## config.mk

```make
export PLATFORM = sky130hd
export DESIGN_NAME = alu_rr_arbiter
export DESIGN_NICKNAME = d
export VERILOG_FILES = /design/src/rtl/alu_rr_arbiter.sv
export SDC_FILE = /design/constraint.sdc
export NUM_CORES = 1
export LEC_CHECK = 0
export ABC_AREA = 1
export CORE_MARGIN = 5
export CORE_UTILIZATION = 45
export CTS_CLUSTER_DIAMETER = 120
export CTS_CLUSTER_SIZE = 16
export DETAILED_ROUTE_END_ITERATION = 12
export PLACE_DENSITY = 0.71
export SYNTH_ARGS = -nofsm -noshare
export SYNTH_HDL_FRONTEND = slang
export SYNTH_HIERARCHICAL = 1
export SYNTH_SLANG_ARGS = --single-unit
```

## constraint.sdc

```tcl
create_clock -name clk -period 3.9 [get_ports clk]
set_input_delay 0.78 -clock clk [delete_from_list [all_inputs] [get_ports clk]]
set_output_delay 0.78 -clock clk [all_outputs]
set_load 0.01 [all_outputs]
```

## src/rtl/alu_rr_arbiter.sv

```systemverilog
// rtl/alu_rr_arbiter.sv - two-requester round-robin sequencer around a shared 4-bit ALU
//
// alu_4bit: combinational ALU.
//   a_i, b_i [3:0]   operands
//   tt_i     [1:0]   opcode: 00 ADD, 01 SUB (A+~B+1), 10 MUL, 11 AND
//   result_o [7:0]   ADD/SUB/AND in low nibble (upper nibble zero), MUL full product
//   cout_o           carry out of ADD/SUB, zero otherwise
//
// alu_rr_arbiter: grants one of two requesters, executes on alu_4bit, returns the result.
//   clk, rst                       clock, asynchronous active-high reset
//   req_valid_x / req_ready_x      request handshake per requester (x = 0, 1)
//   req_a_x, req_b_x, req_tt_x     request operands and opcode
//   rsp_valid_x / rsp_ready_x      response handshake per requester
//   rsp_result [7:0], rsp_cout     registered result, shared by both requesters
//   busy                           high whenever not idle

module alu_4bit (
   input  logic [3:0] a_i,
   input  logic [3:0] b_i,
   input  logic [1:0] tt_i,
   output logic [7:0] result_o,
   output logic       cout_o
);
   logic [4:0] sum5;
   logic [4:0] diff5;

   always_comb begin
      sum5     = {1'b0, a_i} + {1'b0, b_i};
      diff5    = {1'b0, a_i} + {1'b0, ~b_i} + 5'd1;
      result_o = 8'h00;
      cout_o   = 1'b0;
      case (tt_i)
         2'b00: begin
            result_o = {4'h0, sum5[3:0]};
            cout_o   = sum5[4];
         end
         2'b01: begin
            result_o = {4'h0, diff5[3:0]};
            cout_o   = diff5[4];
         end
         2'b10: result_o = {4'h0, a_i} * {4'h0, b_i};
         default: result_o = {4'h0, a_i & b_i};
      endcase
   end
endmodule

module alu_rr_arbiter #(
   parameter int MUL_CYCLES = 2
) (
   input  logic       clk,
   input  logic       rst,
   input  logic       req_valid_0,
   input  logic       req_valid_1,
   output logic       req_ready_0,
   output logic       req_ready_1,
   input  logic [3:0] req_a_0,
   input  logic [3:0] req_a_1,
   input  logic [3:0] req_b_0,
   input  logic [3:0] req_b_1,
   input  logic [1:0] req_tt_0,
   input  logic [1:0] req_tt_1,
   output logic       rsp_valid_0,
   output logic       rsp_valid_1,
   input  logic       rsp_ready_0,
   input  logic       rsp_ready_1,
   output logic [7:0] rsp_result,
   output logic       rsp_cout,
   output logic       busy
);
   typedef enum logic [1:0] {
      IDLE = 2'd0,
      EXEC = 2'd1,
      RESP = 2'd2
   } state_t;

   // MUL holds the execute window for MUL_CYCLES cycles: counter runs MUL_CYCLES-1 .. 0.
   localparam logic [2:0] MUL_LOAD = 3'(MUL_CYCLES - 1);

   state_t     state_q;
   logic [3:0] a_q;
   logic [3:0] b_q;
   logic [1:0] tt_q;
   logic       g_q;
   logic       prio_q;
   logic [2:0] cnt_q;
   logic [7:0] result_q;
   logic       cout_q;

   logic       win_d;
   logic       accept_d;
   logic [3:0] sel_a_d;
   logic [3:0] sel_b_d;
   logic [1:0] sel_tt_d;
   logic       sel_rsp_ready_d;
   logic [7:0] alu_result;
   logic       alu_cout;

   always_comb begin
      // A lone requester wins outright; under contention the pointer decides.
      win_d    = (req_valid_0 && req_valid_1) ? prio_q : req_valid_1;
      // Gated by rst so both readies read low for the whole reset assertion.
      accept_d = (state_q == IDLE) && (req_valid_0 || req_valid_1) && !rst;
      sel_a_d  = win_d ? req_a_1 : req_a_0;
      sel_b_d  = win_d ? req_b_1 : req_b_0;
      sel_tt_d = win_d ? req_tt_1 : req_tt_0;
      sel_rsp_ready_d = g_q ? rsp_ready_1 : rsp_ready_0;
   end

   assign req_ready_0 = accept_d && !win_d;
   assign req_ready_1 = accept_d && win_d;
   assign rsp_valid_0 = (state_q == RESP) && !g_q;
   assign rsp_valid_1 = (state_q == RESP) && g_q;
   assign rsp_result  = result_q;
   assign rsp_cout    = cout_q;
   assign busy        = (state_q != IDLE);

   // ALU sees only the latched operands, so requester changes after accept are invisible.
   alu_4bit u_alu (
      .a_i      (a_q),
      .b_i      (b_q),
      .tt_i     (tt_q),
      .result_o (alu_result),
      .cout_o   (alu_cout)
   );

   always_ff @(posedge clk or posedge rst) begin
      if (rst) begin
         state_q  <= IDLE;
         a_q      <= 4'h0;
         b_q      <= 4'h0;
         tt_q     <= 2'b00;
         g_q      <= 1'b0;
         prio_q   <= 1'b0;
         cnt_q    <= 3'd0;
         result_q <= 8'h00;
         cout_q   <= 1'b0;
      end else begin
         case (state_q)
            IDLE: begin
               if (accept_d) begin
                  a_q     <= sel_a_d;
                  b_q     <= sel_b_d;
                  tt_q    <= sel_tt_d;
                  g_q     <= win_d;
                  prio_q  <= ~win_d;
                  cnt_q   <= (sel_tt_d == 2'b10) ? MUL_LOAD : 3'd0;
                  state_q <= EXEC;
               end
            end
            EXEC: begin
               if (cnt_q != 3'd0) begin
                  cnt_q <= cnt_q - 3'd1;
               end else begin
                  result_q <= alu_result;
                  cout_q   <= alu_cout;
                  state_q  <= RESP;
               end
            end
            RESP: begin
               if (sel_rsp_ready_d) begin
                  state_q <= IDLE;
               end
            end
            default: state_q <= IDLE;
         endcase
      end
   end
endmodule
```

==> Word level (Yosys, flattened, before mapping) <==
Index checks and enable logic that the tools add are counted.
{ "word_totals": {"regBits": 26, "latchBits": 0, "ram_bits": 0, "rom_bits": 0, "inputBits": 26, "output_inout_bits": 14, "mem_count": 0} }
{ "op_classes": {"add_sub_neg": 4, "multipliers": 1, "div": 0, "order_cmp": 0, "eq_ne": 9, "shift": 0, "muxes": 15, "n_bitwise": 4, "n_reduce_logical": 20} }
{ "op_table": {"columns": ["cell", "n"], "rows": [
  ["$pmux 8 s3", 1],
  ["$add 4x4->5", 2],
  ["$mul 4x4->8", 1],
  ["$mux 2", 4],
  ["$mux 4", 2],
  ["$ne 2x2->1 const B", 4],
  ["$logic_and 1x1->1", 7],
  ["$eq 2x2->1 const B", 3],
  ["$mux 3", 2],
  ["$pmux 2 s3", 1],
  ["$pmux 3 s2", 1],
  ["$reduce_and 3->1", 2],
  ["$add 5x1->5 const B", 1],
  ["$and 4x4->4", 1],
  ["$eq 2x1->1 const B", 2],
  ["$logic_not 2->1", 2],
  ["$not 4->4", 1],
  ["$reduce_and 2->1", 2],
  ["$reduce_bool 2->1", 2],
  ["$logic_not 1->1", 3],
  ["$mux 1", 3],
  ["$reduce_bool 3->1", 1],
  ["$sub 3x1->3 const B", 1],
  ["$not 1->1", 2],
  ["other kinds (2)", 2]
]} }

==> Logic depth before layout (Yosys ltp) <==
{ "logic_depth": {"ltp_word": 7, "ltp_mapped": 12, "ltp_nobuf": 12} }

==> Modules after synthesis <==
Netlist, hierarchy kept.
{ "modules_own_cells": {"columns": ["mod", "instances", "cells_each", "area_per_inst_um2", "seq_area_each_um2"], "rows": [
  ["alu_rr_arbiter", 1, 127, 1178.6, 650.6],
  ["alu_4bit", 1, 127, 819.5, 0.0]
]} }

==> Worst setup path after synthesis <==
Ideal clock, no wire load.
{ "synth_timing": {"kind": "reg-to-reg", "startpoint": "register a_q[1]", "endpoint": "register result_q[6] (netlist: rsp_result[6])", "arrival_ns": 2.697, "t_required_ns": 3.775, "path_slack_ns": 1.078, "stages_incl_launch_ff": 11, "path_buffers": 0, "period_less_slack_ns": 2.822, "path_cell_list": "dfrtp_1 > nand2_1 > fa_1 > inv_1 > fa_1 > fa_1 > nand2_1 > nand2_1 > a21oi_1 > a21oi_1 > mux2_2"} }
{ "synth_via": {"elab_chain_len": 2} }
{ "synth_rtl": {"columns": ["item", "line_no", "text"], "rows": [
  ["start, declared", "80", "logic [3:0] a_q;"],
  ["start signal, assigned", "141", "a_q <= sel_a_d;"],
  ["$mul 4x4->8", "41", "2'b10: result_o = {4'h0, a_i} * {4'h0, b_i};"],
  ["$pmux 8 s3", "32", "case (tt_i)"],
  ["net alu_result[6]", "95", "logic [7:0] alu_result;"],
  ["end signal, assigned", "154", "result_q <= alu_result;"],
  ["end, declared", "86", "logic [7:0] result_q;"]
]} }
The timed path passes the listed nets, and every way through them passes these cells.
A chain may end at the register's enable or synchronous reset.

==> Worst setup path after layout <==
{ "layout_timing": {"startpoint": "input req_valid_1", "endpoint": "output req_ready_0"} }
{ "layout_via": {"elab_chain_len": 4} }
{ "layout_rtl": {"columns": ["item", "line_no", "text"], "rows": [
  ["start, declared", "53", "input logic req_valid_1,"],
  ["$logic_and 1x1->1 / $logic_or 1x1->1 (equally long branches)", "100, 102", null],
  ["$mux 1 / $logic_and 1x1->1 (equally long branches)", "100, 102", null],
  ["$logic_not 1->1 / $logic_and 1x1->1 (equally long branches)", "109, 102", null],
  ["$logic_and 1x1->1 *", "109", "assign req_ready_0 = accept_d && !win_d;"],
  ["end, declared", "54", "output logic req_ready_0,"]
]} }
Mark *: on every way between the ends. The rest lies on a longest branch, timed or not.

==> metrics.txt <==
Clock Skew=around 0.012 ns; 1st-pass router iterations=6; die footprint=between 0.005 and 0.006 mm²; critical path peak fanout=18; ant diodes=0; mux contribution to synthesized area=roughly 5.1%; Synth Area in Simple Gates=about a quarter; pre-CTS setup slack=between 0.4 and 0.5 ns; Sw Share=between 40% and 50%; global-route wire length before repair=approximately 7.4 mm; Achievable Freq=290.8 MHz; synth warn=6; fill cell count=437; register area=650.6 µm²; Post-synth EDFFs=0; CP Class=in2out; RD Place Congestion=roughly 0.83; drt total wl=roughly 4.3 mm; Seq pwr share=approximately 28%; Hold WC Path Type=reg2reg; number of clock sinks=26; H-tree lvl count=1; measured slew at the worst slew-check pin=between 0.9 and 1 ns; vias in the first global route=roughly 1700; Initial Util=a little under half; Hold WS=between 0.5 and 0.6 ns; Net Count, Synth=around 310; core box area=approximately 0.0043 mm²; DIE HEIGHT=approximately 77 µm; DRC Markers=0; distinct cell type count after synthesis=26; sequential element share of the synthesized area=32.56%; post-DP HPWL=roughly 3.5 mm; worst relative slew slack=between 30% and 40%; CP Capture Type=output port; crit path DAT=between 2 and 3 ns; VDD IR max=roughly 0.00036 V; Avg Inst Size Synth=between 7 and 8 µm²; initial antenna violation count=0; CTS tree=yes; PD cells=725.3 mW/mm²; CTS Hold Bufs=0; status=finished, final reports clean; asr flop ratio synth=100.0%; Tcrit/Tclk final=between 80 and 90%; Post-Synthesis Cells=254; vias per cell=a little under 5; # nets final=about 350; number of gates resized after CTS=0; clock group share of total power=between 10 and 15%; Clk pin slew, worst setup/hold paths=approximately 0.10 ns; max-slew violations=0; clock period minus final worst setup slack=between 3 and 4 ns; routed via count=approximately 1700; port bufs=39; area of the multi-input gates=0.001200 mm²; Setup crit start kind=input port; P_sw=between 0.8 and 0.9 mW; setup violators final=0; largest net degree at the start of global routing=27; Synth Area in Adders=approximately a fifth; Layout area overhead=26.11%; layout cells sized above 1=about 8.4%; Antenna Violating Nets Remaining=0; chip width=~77 µm; commonest non-fill, non-tap cell in the layout=nand2_1; post-synthesis xor/xnor area fraction=less than 1%; largest family of logic cells by synthesized area=simple AND/OR/NAND/NOR gates; commonest non-fill, non-tap cells in the layout=nand2_1, clkdlybuf4s50_1, inv_1; drt initial violations=between 60 and 70; max-cap viol count=0; Pint=approximately 1.0 mW; Comb pwr share=59.2%; GRT Total Usage=14.95%; RSZ-0062 raised after global routing=false; setup TNS=0 ns; num rows=24; Num CTS Buffers=3; Synth Area in Compound Gates=8.015%; GR Overflow Total=0; root cell of the clock tree=clkbuf_8; post-route worst setup slack=roughly 0.46 ns; Synth Flop Type=dfrtp_1; flip-flop and latch count after synthesis=26; Critical Path RT=between 3 and 4 ns; clock latency on the worst-skew pair=about 0.28 ns; Clock Tree Buf Depth=2; post-DR wirelength/cell=around 12 µm; Post-CTS Setup Bufs=0; Cell Area, Synth=about 0.0020 mm²; final hold vios=0; Leak=~1.3 nW; Ports=40
worst paths after layout:
kind / start / endpoint / slack (ns) / depth (start not counted)
setup reg to reg: a_q[1]$_DFFE_PP0P_ / rsp_result[6]$_DFFE_PP0P_ / 0.92 / 10
hold reg to reg: rsp_result[6]$_DFFE_PP0P_ / rsp_result[6]$_DFFE_PP0P_ / 0.51 / 1
setup / recovery: req_valid_1 / req_ready_0 / 0.46 / 6
max in group asynchronous: rst / b_q[2]$_DFFE_PP0P_ / 2.20 / 2
hold / removal: rsp_result[6]$_DFFE_PP0P_ / rsp_result[6]$_DFFE_PP0P_ / 0.51 / 1
min in group asynchronous: rst / cnt_q[0]$_DFFE_PP0P_ / 1.09 / 2
power by group through the flow:
stage	sequential, mW	combinational [mW]	clock (mW)
2_1_floorplan	0.513	0.756	0
3_3_place_gp	0.523	1.07	0
3_5_place_dp	0.527	1.08	0
4_1_cts	0.522	1.10	0.229
5_1_grt	0.548	1.24	0.242
6_report	0.521	1.08	0.225
kinds of logic after synthesis:
kind of cell / after synthesis
and+or+nand+nor: 124
AOI/OAI and AO/OA: 27
DFF: 26
buffers and inverters: 39
xor gates and xnor gates: 1
adders and majority gates: 28
muxes: 9
cell usage after synthesis (2+ instances only):
master | instances | share of area [%]
nand2_2 | 2 | 0.63
mux2_2 | 9 | 5.1
dfrtp_1 | 26 | 33
nand4_1 | 3 | 0.94
ha_1 | 22 | 14
nor2_2 | 2 | 0.63
inv_1 | 36 | 6.8
a21oi_2 | 2 | 0.88
inv_2 | 2 | 0.38
o21ai_0 | 9 | 2.3
a21oi_1 | 12 | 3.0
nand3_1 | 19 | 4.8
nor2_1 | 16 | 3.0
nand2_1 | 77 | 14
fa_1 | 6 | 6.0
per-layer routing:
| metal | wire (µm) | vias to the layer above | global-route usage [%] |
|---|---|---|---|
| li1 | - | 897 | - |
| met1 | 1897 | 775 | 17.91 |
| met2 | 2139 | 35 | 26.88 |
| met3 | 191 | 4 | 2.837 |
| met4 | 51 | 0 | 4.371 |
| met5 | 0 | - | 0 |
registers in the layout, indices dropped and copies added (netlist names):
register and cells:
rsp_cout 1, b_q 4, g_q 1, cnt_q 3
state_q 2, prio_q 1, rsp_result 8, tt_q 2
a_q 4
critical path, stage by stage:
cell,delay [ns]
clkdlybuf4s50_1,0.59
nor2_2,0.07
nor2_2,0.14
nand2_4,0.17
a21oi_4,0.30
clkdlybuf4s50_1,0.60
per-stage QoR:
| stage | utilization (%) | total power, mW | std cells | cell area, µm² |
|---|---|---|---|---|
| floorplan | - | 1.269 | 254 | 1998 |
| detailed placement | 56.63 | 1.608 | 344 | 2449 |
| CTS | 58.28 | 1.847 | 348 | 2520 |
| global placement | 56.63 | 1.594 | 344 | 2449 |
| finish | 58.28 | 1.828 | 348 | 2520 |
| global route | 58.28 | 2.033 | 348 | 2520 |
layout make-up:
type                            count  area share, %
Sequential cell                    26          25.82
Timing Repair Buffer               39          15.49
Multi-Input combinational cell    189          47.62
Clock buffer                        3          1.639
Clock inverter                      1          1.192
Tap cell                           52          2.582
Inverter                           38          5.660
No activity file was read; power rests on OpenSTA's default activity.
